===== src/rtl/lsu_pkg.sv =====
// Shared encodings for the load/store unit: access sizes, FSM states and
// the alignment rule used to reject requests before touching memory.
package lsu_pkg;

  typedef enum logic [1:0] {
    SZ_BYTE = 2'd0,
    SZ_HALF = 2'd1,
    SZ_WORD = 2'd2,
    SZ_RSVD = 2'd3
  } lsu_size_t;

  typedef enum logic [1:0] {
    IDLE,
    READ,
    WRITE,
    RESP
  } lsu_state_t;

  // True for the reserved size or any access not aligned to its own width.
  function automatic logic bad_request(input logic [1:0] size, input logic [1:0] offset);
    case (lsu_size_t'(size))
      SZ_BYTE: bad_request = 1'b0;
      SZ_HALF: bad_request = offset[0];
      SZ_WORD: bad_request = (offset != 2'b00);
      default: bad_request = 1'b1;
    endcase
  endfunction

endpackage


===== src/rtl/lsu_if.sv =====
// Pipeline request/response handshake plus data-memory port of the LSU.
interface lsu_if #(
  parameter int unsigned ADDR_W = 3
);
  logic              req_valid;
  logic              req_ready;
  logic              req_write;
  logic [1:0]        req_size;
  logic              req_signed;
  logic [ADDR_W-1:0] req_addr;
  logic [31:0]       req_wdata;
  logic              resp_valid;
  logic [31:0]       resp_rdata;
  logic              resp_err;
  logic [ADDR_W-1:0] address;
  logic [31:0]       write_data;
  logic              memread;
  logic              memwrite;
  logic [31:0]       read_data;

  // Pipeline and memory side (drives requests, supplies memory read data).
  modport master (
    output req_valid, req_write, req_size, req_signed, req_addr, req_wdata, read_data,
    input  req_ready, resp_valid, resp_rdata, resp_err, address, write_data, memread, memwrite
  );

  // The load/store unit itself.
  modport slave (
    input  req_valid, req_write, req_size, req_signed, req_addr, req_wdata, read_data,
    output req_ready, resp_valid, resp_rdata, resp_err, address, write_data, memread, memwrite
  );
endinterface


===== src/rtl/lsu_lane_align.sv =====
// Byte-lane handling for a big-endian 32-bit word: extracts and extends
// sub-word loads, and merges sub-word store data into a fetched word.
module lsu_lane_align
  import lsu_pkg::*;
(
  input  logic [31:0] word,
  input  lsu_size_t   size,
  input  logic [1:0]  offset,
  input  logic        sign_ext,
  input  logic [31:0] wdata,
  output logic [31:0] load_data,
  output logic [31:0] merge_data
);

  logic [4:0]  shamt;
  logic [31:0] shifted;
  logic [31:0] lane_mask;
  logic [31:0] lane_ins;

  // Offset 0 is the most significant byte, so the right-shift is (3-k) bytes.
  always_comb begin
    shamt     = '0;
    load_data = word;
    lane_mask = '1;
    lane_ins  = wdata;
    case (size)
      SZ_BYTE: shamt = {~offset, 3'b000};
      SZ_HALF: shamt = {~offset[1], 4'b0000};
      default: shamt = '0;
    endcase
    shifted = word >> shamt;
    case (size)
      SZ_BYTE: begin
        load_data = {{24{sign_ext & shifted[7]}}, shifted[7:0]};
        lane_mask = 32'h0000_00FF << shamt;
        lane_ins  = {24'h0, wdata[7:0]} << shamt;
      end
      SZ_HALF: begin
        load_data = {{16{sign_ext & shifted[15]}}, shifted[15:0]};
        lane_mask = 32'h0000_FFFF << shamt;
        lane_ins  = {16'h0, wdata[15:0]} << shamt;
      end
      default: begin
        load_data = word;
        lane_mask = '1;
        lane_ins  = wdata;
      end
    endcase
    merge_data = (word & ~lane_mask) | (lane_ins & lane_mask);
  end

endmodule


===== src/rtl/load_store_unit.sv =====
// Single-outstanding load/store unit: loads, word stores, read-modify-write
// sub-word stores and immediate error responses for bad requests.
module load_store_unit
  import lsu_pkg::*;
#(
  parameter int unsigned ADDR_W   = 3,
  parameter int unsigned READ_LAT = 2
) (
  input logic   clk,
  input logic   reset,
  lsu_if.slave  bus
);

  localparam logic [2:0] CNT_LAST = 3'(READ_LAT - 1);

  lsu_state_t  state;
  logic [2:0]  cnt;
  logic        write_q;
  logic        signed_q;
  lsu_size_t   size_q;
  logic [1:0]  offset_q;
  logic [31:0] wdata_q;
  logic        memwrite_q;
  logic [31:0] load_data;
  logic [31:0] merge_data;
  logic        accept;

  assign bus.req_ready = (state == IDLE) && !reset;
  assign accept        = bus.req_valid && bus.req_ready;
  // Qualified by reset so a WRITE cycle that meets reset never strobes memory.
  assign bus.memwrite  = memwrite_q && !reset;

  lsu_lane_align u_lane_align (
    .word       (bus.read_data),
    .size       (size_q),
    .offset     (offset_q),
    .sign_ext   (signed_q),
    .wdata      (wdata_q),
    .load_data  (load_data),
    .merge_data (merge_data)
  );

  // Control FSM with registered strobes and response outputs.
  always_ff @(posedge clk) begin
    if (reset) begin
      state          <= IDLE;
      cnt            <= '0;
      write_q        <= 1'b0;
      signed_q       <= 1'b0;
      size_q         <= SZ_BYTE;
      offset_q       <= '0;
      wdata_q        <= '0;
      memwrite_q     <= 1'b0;
      bus.memread    <= 1'b0;
      bus.resp_valid <= 1'b0;
      bus.resp_err   <= 1'b0;
      bus.resp_rdata <= '0;
      bus.write_data <= '0;
      bus.address    <= '0;
    end else begin
      bus.resp_valid <= 1'b0;
      memwrite_q     <= 1'b0;
      case (state)
        IDLE: begin
          if (accept) begin
            write_q  <= bus.req_write;
            signed_q <= bus.req_signed;
            size_q   <= lsu_size_t'(bus.req_size);
            offset_q <= bus.req_addr[1:0];
            wdata_q  <= bus.req_wdata;
            if (bad_request(bus.req_size, bus.req_addr[1:0])) begin
              state          <= RESP;
              bus.resp_valid <= 1'b1;
              bus.resp_err   <= 1'b1;
              bus.resp_rdata <= '0;
            end else begin
              bus.resp_err <= 1'b0;
              bus.address  <= {bus.req_addr[ADDR_W-1:2], 2'b00};
              if (bus.req_write && lsu_size_t'(bus.req_size) == SZ_WORD) begin
                state          <= WRITE;
                memwrite_q     <= 1'b1;
                bus.write_data <= bus.req_wdata;
              end else begin
                state       <= READ;
                bus.memread <= 1'b1;
                cnt         <= CNT_LAST;
              end
            end
          end
        end
        READ: begin
          if (cnt == 3'd0) begin
            bus.memread <= 1'b0;
            if (write_q) begin
              state          <= WRITE;
              memwrite_q     <= 1'b1;
              bus.write_data <= merge_data;
            end else begin
              state          <= RESP;
              bus.resp_valid <= 1'b1;
              bus.resp_rdata <= load_data;
            end
          end else begin
            cnt <= cnt - 3'd1;
          end
        end
        WRITE: begin
          state          <= RESP;
          bus.resp_valid <= 1'b1;
          bus.resp_rdata <= '0;
        end
        default: state <= IDLE;
      endcase
    end
  end

endmodule


===== src/flat_wrapper.sv =====
// flat-port wrapper written by rule: the top's interface ports become plain ports
module load_store_unit_flat import lsu_pkg::*;
#(
  parameter int unsigned ADDR_W   = 3,
  parameter int unsigned READ_LAT = 2
)
  (clk, reset, bus_req_valid, bus_req_write, bus_req_size, bus_req_signed, bus_req_addr, bus_req_wdata, bus_read_data, bus_req_ready, bus_resp_valid, bus_resp_rdata, bus_resp_err, bus_address, bus_write_data, bus_memread, bus_memwrite);
  lsu_if #(.ADDR_W(ADDR_W)) bus_i ();
  input logic clk;
  input logic reset;
  input wire logic [$bits(bus_i.req_valid)-1:0] bus_req_valid;
  input wire logic [$bits(bus_i.req_write)-1:0] bus_req_write;
  input wire logic [$bits(bus_i.req_size)-1:0] bus_req_size;
  input wire logic [$bits(bus_i.req_signed)-1:0] bus_req_signed;
  input wire logic [$bits(bus_i.req_addr)-1:0] bus_req_addr;
  input wire logic [$bits(bus_i.req_wdata)-1:0] bus_req_wdata;
  input wire logic [$bits(bus_i.read_data)-1:0] bus_read_data;
  output wire logic [$bits(bus_i.req_ready)-1:0] bus_req_ready;
  output wire logic [$bits(bus_i.resp_valid)-1:0] bus_resp_valid;
  output wire logic [$bits(bus_i.resp_rdata)-1:0] bus_resp_rdata;
  output wire logic [$bits(bus_i.resp_err)-1:0] bus_resp_err;
  output wire logic [$bits(bus_i.address)-1:0] bus_address;
  output wire logic [$bits(bus_i.write_data)-1:0] bus_write_data;
  output wire logic [$bits(bus_i.memread)-1:0] bus_memread;
  output wire logic [$bits(bus_i.memwrite)-1:0] bus_memwrite;
  assign bus_i.req_valid = bus_req_valid;
  assign bus_i.req_write = bus_req_write;
  assign bus_i.req_size = bus_req_size;
  assign bus_i.req_signed = bus_req_signed;
  assign bus_i.req_addr = bus_req_addr;
  assign bus_i.req_wdata = bus_req_wdata;
  assign bus_i.read_data = bus_read_data;
  assign bus_req_ready = bus_i.req_ready;
  assign bus_resp_valid = bus_i.resp_valid;
  assign bus_resp_rdata = bus_i.resp_rdata;
  assign bus_resp_err = bus_i.resp_err;
  assign bus_address = bus_i.address;
  assign bus_write_data = bus_i.write_data;
  assign bus_memread = bus_i.memread;
  assign bus_memwrite = bus_i.memwrite;
  load_store_unit #(.ADDR_W(ADDR_W), .READ_LAT(READ_LAT)) u_core (.clk(clk), .reset(reset), .bus(bus_i));
endmodule

===== config.mk =====
export PLATFORM = sky130hd
export DESIGN_NAME = load_store_unit_flat
export DESIGN_NICKNAME = d
export VERILOG_FILES = /design/src/rtl/lsu_pkg.sv /design/src/rtl/lsu_if.sv /design/src/rtl/lsu_lane_align.sv /design/src/rtl/load_store_unit.sv /design/src/flat_wrapper.sv
export SDC_FILE = /design/constraint.sdc
export NUM_CORES = 1
export LEC_CHECK = 0
export BUFFER_PORTS_ARGS = -buffer_cell sky130_fd_sc_hd__buf_4
export CORE_UTILIZATION = 35
export DETAILED_ROUTE_END_ITERATION = 10
export PLACE_DENSITY = 0.64
export SETUP_SLACK_MARGIN = 0.5
export SLEW_MARGIN = 5
export SYNTH_ARGS = -nofsm -noshare
export SYNTH_HDL_FRONTEND = slang
export SYNTH_HIERARCHICAL = 1
export SYNTH_SLANG_ARGS = --single-unit

===== constraint.sdc =====
create_clock -name clk -period 3.2 [get_ports clk]
set_clock_uncertainty 0.1 [all_clocks]
set_input_delay 0 -clock clk [delete_from_list [all_inputs] [get_ports clk]]
set_output_delay 0 -clock clk [all_outputs]
set_load 0.005 [all_outputs]

==> flow_metrics.py <==
metrics = {
    "detailed_routing": {
        "first_pass_iters": 6,
        "route.final.wire_length_mm": 21.8,
        "drt_iter0_markers": 663,
        "dr_total_vias": 6587,
        "remaining_drc_errors": 0,
        "postRouteAntennaNets": 0,
        "via_count_normalized_by_instance_count": 5.58,
        "routedWlPerCell_um": 18.5,
    },
    "cts": {
        "path_clk_slew_ps": 80,
        "cts.sink_count": 112,
        "cts.repair_timing.setup_buffer_count": 0,
        "cts_root_buf": "sky130_fd_sc_hd__clkbuf_16",
        "clock_latency_ps": 360,
        "cts_tree": "done",
        "cts_made_buffers": 9,
        "clockBufferDepth": 2,
        "ctsHtreeMaxLevel": 3,
    },
    "place": {
        "detailedPlacementHpwl_mm": 14.9,
        "gp_routability_congestion": 0.943,
        "place.port_buffers": 143,
        "post_dp_area_um2": 7430,
        "pre_cts_ws_ps": 756,
        "place_inst": 1103,
    },
    "yosys": {
        "async_reset_ff_frac": 0,
        "synthDistinctLibCells": 59,
        "count_of_flip_flops_with_a_built_in_enable_after_synthesis": 0,
        "synth_area_um2": 6320,
        "yosys_warnings": 6,
        "postSynthAreaPerCell_um2": 7.98,
        "yosysSeqAreaShare": 0.355,
        "yosysMostFrequentCell": "sky130_fd_sc_hd__nand2_1",
        "synth_top_area_cell": "sky130_fd_sc_hd__dfxtp_1",
        "ys_ff_latch": 112,
        "syn_inst": 791,
        "yosys-top-cells-area": "sky130_fd_sc_hd__dfxtp_1 (35%), sky130_fd_sc_hd__nand2_1 (12%), sky130_fd_sc_hd__mux2i_1 (7.1%)",
        "yosys_most_used_dff": "sky130_fd_sc_hd__dfxtp_1",
        "most_common_library_cells_after_synthesis": "sky130_fd_sc_hd__nand2_1 (206), sky130_fd_sc_hd__dfxtp_1 (112), sky130_fd_sc_hd__o21ai_0 (46)",
        "area_share_of_the_largest_cell_type_after_synthesis": 0.355,
    },
    "timing": {
        "finalSetupViolations": 0,
        "whs_ps": 7.75,
        "relative_max_transition_margin": 0.265,
        "final_min_period_over_clock_period": 0.811,
        "timing_max_transition_violations_final": 0,
        "fin_tns_setup_ps": 0,
        "finalCriticalPeriod_ps": 2590,
        "final.setup.worst_slack_ps": 605,
        "grt_setup_unrepaired": "no",
        "final-hold-violation-count": 0,
        "achievable-frequency_mhz": 385,
        "transition_at_the_pin_with_the_smallest_max_transition_slack_ps": 1100,
    },
    "final_layout": {
        "drive_above_1_share": 0.238,
        "layoutNonFillerInstCount": 1180,
        "stdcell_area_um2": 8320,
        "finish.net_count": 1031,
        "finalCoreUtilization": 0.476,
        "antennaDiodeCount": 0,
        "area_delta_synth_final_pct": 31.8,
    },
    "critical_path": {
        "worstRegToRegCells": 6,
        "r2r-end": "u_core/bus.write_data[17]$_SDFFE_PP0P_",
        "worst_setup_path_start_kind": "input pin",
        "worst_r2r_startpoint": "u_core/state[1]$_SDFFE_PP0P_",
        "worstSetupEndpointType": "flip-flop",
        "setup.worst_path.class": "in -> reg",
        "timing.critical_path.fanout_max": 34,
        "r2r_setup_slk_ps": 690,
        "critical_path_arrival_ps": 2710,
        "required_time_of_the_worst_setup_path_ps": 3310,
    },
    "floorplanning": {
        "dieHeight_um": 136,
        "floorplan.initialDensity": 0.361,
        "floorplan.core_area_um2": 17500,
        "die_width_um": 136,
        "io_pins": 146,
        "floorplan.die_area_um2": 18600,
        "rows": 48,
    },
    "power_and_ir_drop": {
        "vdd_drop_max_mv": 0.377,
        "power.density_nw_per_um2": 715,
        "leakage_power_nw": 3.45,
        "report.power.total_mw": 5.95,
    },
    "global_route": {
        "grt_max_degree": 51,
        "gr-total-overflow": 0,
        "antenna_violations_before_repair": 0,
        "gr-usage-all-layers": 0.231,
        "first_global_vias": 5944,
        "global_route_wire_length_before_repair_mm": 32.8,
    },
    "flow_run": {
        "drv_cap": 0,
    },
    "min_path": {
        "hold_path.class": "in -> reg",
        "timing.hold.worst.start": "bus_read_data[14]",
        "holdPathEnd": "u_core/bus.resp_rdata[14]$_SDFFE_PP0P_",
        "min_delay_path_depth": 5,
    },
    "outcome": {
        "outcome": "complete, no violations",
    },
}
registers in the layout (all words and copies together), names as in the netlist, 2 cells and up:
signal	cells
u_core/bus.resp_rdata	32
u_core/bus.write_data	32
u_core/wdata_q	32
u_core/cnt	3
u_core/offset_q	2
u_core/size_q	2
u_core/state	2
final cells by class:
cell class                      count  area (um2)
Clock buffer                       11         243
Clock inverter                      4        28.8
Fill cell                        1749        9160
Inverter                            9        33.8
Multi-Input combinational cell    596        3660
Sequential cell                   112        2240
Tap cell                          225         282
Timing Repair Buffer              223        1830
layer usage:
metal	GRT usage	vias up	wire length (um)	share of wire
li1	-	3144	-	-
met1	0.330	3104	10100	0.46
met2	0.342	301	9420	0.43
met3	0.0391	38	1710	0.079
met4	0.0895	0	583	0.027
met5	0	-	0	0
cells in the final DEF, fill, tap and decap left out, drive strengths merged, types with 2 or more instances in the layout:
cell,instances
a2111oi,8
a211o,10
a211oi,35
a21o,4
a21oi,53
a221o,8
a22o,3
a22oi,4
a2bb2oi,8
a311oi,2
a31oi,2
a32oi,4
and2,5
buf,161
clkbuf,11
clkinvlp,2
conb,2
dfxtp,112
dlygate4sd3,62
ha,6
inv,10
mux2i,46
nand2,206
nand2b,9
nand3,39
nand4,32
nor2,15
nor2b,7
nor3,9
o211a,4
o211ai,3
o21ai,50
o31ai,5
o32ai,2
or2,5
worst max-delay path: stages:
cell                            delay (ps)
sky130_fd_sc_hd__dlygate4sd3_1         540
sky130_fd_sc_hd__buf_4                 160
sky130_fd_sc_hd__or3_4                 410
sky130_fd_sc_hd__o21ai_4               870
sky130_fd_sc_hd__and2_1                270
sky130_fd_sc_hd__buf_4                 300
sky130_fd_sc_hd__a211oi_1              130
how the worst max path moves through the flow:
stage                                 start                                endpoint  cells after the start
2_1_floorplan    u_core/cnt[0]$_SDFFE_PP0P_              u_core/cnt[0]$_SDFFE_PP0P_                      7
3_3_place_gp   u_core/state[1]$_SDFFE_PP0P_  u_core/bus.write_data[18]$_SDFFE_PP0P_                      6
3_5_place_dp   u_core/state[0]$_SDFFE_PP0P_  u_core/bus.write_data[14]$_SDFFE_PP0P_                      6
4_1_cts                     bus_req_addr[1]  u_core/bus.write_data[17]$_SDFFE_PP0P_                      7
5_1_grt                     bus_req_addr[1]  u_core/bus.write_data[18]$_SDFFE_PP0P_                      7
6_report                    bus_req_addr[0]  u_core/bus.write_data[17]$_SDFFE_PP0P_                      7
logic make-up (layout without fill, tap and decap cells):
logic type                 after synthesis  count (layout)  share of synthesized area
adders and majority gates                6               6                     0.0119
and+or+nand+nor                        333             333                      0.238
DFF                                    112             112                      0.355
buffers and inverters                   84             247                     0.0695
other                                    1               2                   0.000594
muxes                                   46              46                     0.0749
AOI/OAI and AO/OA                      209             209                      0.250
report_power, final:
group	total (mW)	internal, mW	switching [mW]
combinational	2.84	1.18	1.66
clock	1.10	0.549	0.555
sequential	2.01	1.73	0.276
timing repair:
action / in CTS / in global routing
endpoints found under the hold margin: 94 / 0
gates resized for setup: 0 / 0
endpoints found under the setup margin: 0 / 0
hold buffers: 62 / 0
Power figures use the tool's default switching activity.
